<file path="src/rtl/request_arbiter.sv">
// request_arbiter: 4-way round-robin arbiter with ack/drop/timeout release.
// A grant is held until the holder acks, drops its request, or TIMEOUT
// cycles elapse; every grant is followed by a one-cycle RELEASE gap.
// Ports:
//   clk     - clock, all state updates on rising edge
//   rst     - synchronous active-high reset
//   req     - [3:0] level-sensitive request lines
//   ack     - grant holder done (only sampled in GRANT)
//   grant   - [3:0] registered one-hot grant (or 0000)
//   enable  - registered, high exactly when grant is non-zero
//   timeout - registered one-cycle pulse on forced release
//   busy    - registered, high whenever the FSM is not IDLE
module request_arbiter #(
  parameter int unsigned TIMEOUT = 16
) (
  input  logic       clk,
  input  logic       rst,
  input  logic [3:0] req,
  input  logic       ack,
  output logic [3:0] grant,
  output logic       enable,
  output logic       timeout,
  output logic       busy
);

  localparam int unsigned N_REQ = 4;
  localparam int unsigned IDX_W = 2;
  localparam int unsigned CNT_W = 8;

  typedef enum logic [1:0] {
    IDLE    = 2'd0,
    GRANT   = 2'd1,
    RELEASE = 2'd2
  } state_t;

  state_t             state_q, state_d;
  logic [N_REQ-1:0]   grant_q, grant_d;
  logic               enable_q, enable_d;
  logic               timeout_q, timeout_d;
  logic               busy_q, busy_d;
  logic [IDX_W-1:0]   last_q, last_d;
  logic [IDX_W-1:0]   idx_q, idx_d;
  logic [CNT_W-1:0]   cnt_q, cnt_d;

  logic               pick_found;
  logic [IDX_W-1:0]   pick_idx;
  logic               hold_expired;

  // Round-robin search: first set req bit starting at last+1, wrapping.
  always_comb begin : pick_search
    logic [IDX_W-1:0] cand;
    pick_found = 1'b0;
    pick_idx   = last_q;
    cand       = last_q;
    for (int unsigned i = 1; i <= N_REQ; i++) begin
      cand = last_q + IDX_W'(i);
      if (!pick_found && req[cand]) begin
        pick_found = 1'b1;
        pick_idx   = cand;
      end
    end
  end

  // Counter value on the last cycle the grant may be visible.
  assign hold_expired = (cnt_q == CNT_W'(TIMEOUT - 1));

  // Next-state and registered-output logic.
  always_comb begin
    state_d   = state_q;
    grant_d   = grant_q;
    last_d    = last_q;
    idx_d     = idx_q;
    cnt_d     = cnt_q;
    timeout_d = 1'b0;

    case (state_q)
      IDLE: begin
        grant_d = '0;
        if (pick_found) begin
          state_d = GRANT;
          grant_d = N_REQ'(1) << pick_idx;
          idx_d   = pick_idx;
          cnt_d   = '0;
        end
      end
      GRANT: begin
        // Release priority: ack, then request drop, then timeout.
        if (ack || !req[idx_q] || hold_expired) begin
          state_d   = RELEASE;
          grant_d   = '0;
          last_d    = idx_q;
          cnt_d     = '0;
          timeout_d = !ack && req[idx_q];
        end else begin
          cnt_d = cnt_q + CNT_W'(1);
        end
      end
      RELEASE: begin
        state_d = IDLE;
        grant_d = '0;
      end
      default: begin
        state_d = IDLE;
        grant_d = '0;
        cnt_d   = '0;
      end
    endcase

    enable_d = |grant_d;
    busy_d   = (state_d != IDLE);
  end

  // State and output registers; reset restores round-robin start at req[0].
  always_ff @(posedge clk) begin
    if (rst) begin
      state_q   <= IDLE;
      grant_q   <= '0;
      enable_q  <= 1'b0;
      timeout_q <= 1'b0;
      busy_q    <= 1'b0;
      last_q    <= IDX_W'(3);
      idx_q     <= '0;
      cnt_q     <= '0;
    end else begin
      state_q   <= state_d;
      grant_q   <= grant_d;
      enable_q  <= enable_d;
      timeout_q <= timeout_d;
      busy_q    <= busy_d;
      last_q    <= last_d;
      idx_q     <= idx_d;
      cnt_q     <= cnt_d;
    end
  end

  assign grant   = grant_q;
  assign enable  = enable_q;
  assign timeout = timeout_q;
  assign busy    = busy_q;

endmodule

</file>
<file path="config.mk">
export PLATFORM = sky130hd
export DESIGN_NAME = request_arbiter
export DESIGN_NICKNAME = d
export VERILOG_FILES = /design/src/rtl/request_arbiter.sv
export SDC_FILE = /design/constraint.sdc
export NUM_CORES = 1
export LEC_CHECK = 0
export ABC_AREA = 1
export CELL_PAD_IN_SITES_DETAIL_PLACEMENT = 1
export CELL_PAD_IN_SITES_GLOBAL_PLACEMENT = 1
export CORE_ASPECT_RATIO = 0.7
export CORE_MARGIN = 2
export CORE_UTILIZATION = 28
export CTS_CLUSTER_DIAMETER = 30
export DETAILED_ROUTE_END_ITERATION = 6
export PLACE_DENSITY = 0.55
export SYNTH_ARGS = -nofsm -noshare
export SYNTH_HDL_FRONTEND = slang
export SYNTH_SLANG_ARGS = --single-unit
</file>
<file path="constraint.sdc">
create_clock -name clk -period 2.63 [get_ports clk]
set_input_delay 0.6575 -clock clk [delete_from_list [all_inputs] [get_ports clk]]
set_output_delay 0.6575 -clock clk [all_outputs]
set_load 0.02 [all_outputs]
</file>
==> results.yml <==
sta:
  drv_slew: 0
  tightest_slew_ps: 434.7
  fmax_mhz: 440.0
  fin_setup_tns_ps: 0
  rsz0062_at_grt: "false"
  setup_violations: 0
  fin_worst_skew_ps: 5.176
  hold_violations: 0
  relSlewSlack_pct: 70.98
  fin_crit_sh_pct: 86.42
  period_needed_ps: 2273
clocking:
  post_cts_buffers: 0
  ctsLongestPathBuffers: 2
  cts_made_buffers: 3
  clockRootBuffer: "clkbuf_8"
  hold_buffers: 0
  post_cts_resized: 0
  cts.sinks: 21
  cts.clk_slew.worst_paths_ps: 80
  cts_tree: "built"
  clock_latency_ps: 260
  cts.htree.levels: 1
route:
  first_pass_iters: 4
  wl_mm: 3.641
  viasPerCell: 4.664
  drtAntennaViolNets: 0
  drc: 0
  vias: 1250
  post_drt_wl_per_cell_microns: 13.59
  drtIter0Drc: 33
global_route:
  grt_overflow: 0
  antenna_found_initial: 0
  grt_pass1_vias: 1189
  grt_first_pass_wirelength_mm: 5.761
  grt_max_degree: 12
  track_usage_pct: 13.89
synth:
  synth-seq-cells: 21
  synth_mux_area_share_pct: 0
  ys.warnings.count: 0
  synth_top_cell_by_area: "dfxtp_1"
  synth_top_family_by_area: "simple AND/OR/NAND/NOR gates"
  synth-adder-area-share_pct: 0.9302
  synth_top_cells_by_area: "dfxtp_1 31%, nand2_1 18%, nand2_4 6.7%"
  synth_nets: 203
  avgSynthCellArea_sq_um: 6.898
  yosysTopAreaCellShare_pct: 31.26
  synth_compound_area_share_pct: 10.60
  yosysUniqueCellTypes: 31
  synthesis.area_sq_um: 1345
  ys_seq_area_share_pct: 31.26
  synthSimpleGateAreaFrac_pct: 47.72
  synth_cells: 195
  synth_xor_area_share_pct: 1.302
critical_path:
  crit_chain: "clkdlybuf4s50_1 > inv_1 > a21oi_1 > o21ai_0 > nand2_1 > nand3_2 > nor3_4 > nand2_1 > nand2_1 > o21ai_1 > nand2_1"
  cp-start-kind: "input port"
  ff2ff_path_depth: 13
  rrSetupSlack_ps: 690
  path_buf_inv: 2
  worstPathRequired_ps: 2840
  cp-end-kind: "register"
  arrival_ps: 2480
  critPathSlowestCell: "clkdlybuf4s50_1"
  crit_top_cell: "nand2_1"
  crit_cells: 11
  max_stage_delay_ps: 490
  path_max_fanout: 7
  crit_type: "in2reg"
  critPathTopFamily: "simple AND/OR/NAND/NOR gates"
min_path:
  min_path_type: "reg2reg"
  whs_path_depth: 2
placed_design:
  io_buffers: 13
  place.gp.congestion: 0.7915
  hpwl_mm: 2.860
floorplan:
  start_util_pct: 28.60
  num_io_pins: 14
  floorplan.die.width_microns: 86.84
  rows: 21
  core_area_sq_um: 4703
  die_area_sq_um: 5383
  die_h_microns: 61.99
power_and_ir_drop:
  powerDensity_nw_per_um2: 1038
  ir_drop_mv: 0.3309
  power_w: 0.001641
  leakage_nw: 0.7152
final_layout:
  final_cell_mix: "64 x nand2_1, 21 x dfxtp_1, 19 x nor2_1"
  n_antenna_cell: 0
  area_delta_synth_final_pct: 17.49
  drive_gt1_share_pct: 18.96
  final_common_cell: "nand2_1"
  layout.nets: 220
outcome:
  outcome: "completed"
run:
  cap_violations: 0
[logic make-up (layout without fill, tap and decap cells)]
kind of cell,Yosys count,count (layout)
adder cells (fa/ha/maj),1,1
AO/OA/AOI/OAI,23,23
flip-flops,21,21
XOR/XNOR,2,2
buffers and inverters,24,40
AND/OR/NAND/NOR,124,124
[cells in the mapped netlist]
master / number
nand3_2: 2
nand2_2: 10
o21ai_4: 1
nor3_1: 1
nand2_4: 8
a21oi_1: 8
nor2_2: 3
o21ai_1: 4
nand3_1: 10
nor3_4: 1
nor2_4: 1
a211oi_1: 2
inv_4: 2
dfxtp_1: 21
inv_2: 5
nor2_1: 19
o21ai_0: 3
xor2_1: 2
o211ai_1: 2
a22oi_1: 1
clkbuf_1: 1
and3_1: 1
a31oi_1: 1
inv_1: 14
nand4_1: 2
nor2_8: 1
ha_1: 1
o21bai_1: 1
buf_6: 2
nand2_1: 64
nand3_4: 1
[final timing paths]
kind	from	to
setup / recovery	req[2]	enable
hold / removal	cnt_q[1]	cnt_q[1]
setup reg to reg	last_q[1]	enable
hold reg to reg	cnt_q[1]	cnt_q[1]
[through the flow]
stage / util [%] / cells / hold slack [ps] / instance area [sq um] / setup WS, ps
final: 33.60 / 268 / 489.7 / 1580 / 357.2
after global routing: 33.60 / 268 / 522.2 / 1580 / 175.4
after CTS: 33.60 / 268 / 496.0 / 1580 / 352.6
after detailed placement: 32.64 / 264 / 483.9 / 1535 / 82.64
after global placement: 32.64 / 264 / 480.0 / 1535 / 108.0
after floorplan: - / 195 / 455.7 / 1345 / 914.3
[routing by layer]
metal	share of wire [%]	vias to the layer above	global-route usage, %
li1	-	651	-
met3	2.3	0	2.906
met2	40	16	20.39
met5	0	-	0
met1	58	583	21.68
met4	0	0	0.6696
[cell type report]
cell class	count	area [sq um]
Fill cell	585	3123
Tap cell	57	71.32
Clock buffer	4	45.04
Sequential cell	21	420.4
Inverter	21	83.83
Timing Repair Buffer	15	145.1
Multi-Input combinational cell	150	814.5
[worst min-delay path: stages, from the launching register on]
cell and delay, ps:
dfxtp_1 330, nand2_1 70, a21oi_1 50
[power by group]
| group | total [W] | switching [W] | internal (W) |
|---|---|---|---|
| sequential | 0.000451 | 0.0000591 | 0.000392 |
| combinational | 0.000975 | 0.000640 | 0.000334 |
| clock | 0.000215 | 0.000107 | 0.000108 |
| total | 0.00164 | 0.000806 | 0.000835 |
[flip-flops by register name, indices dropped and copies added (netlist names)]
signal	flops
timeout	1
last_q	2
grant	4
state_q	2
busy	1
idx_q	2
cnt_q	8
enable	1
Power figures use the tool's default switching activity.
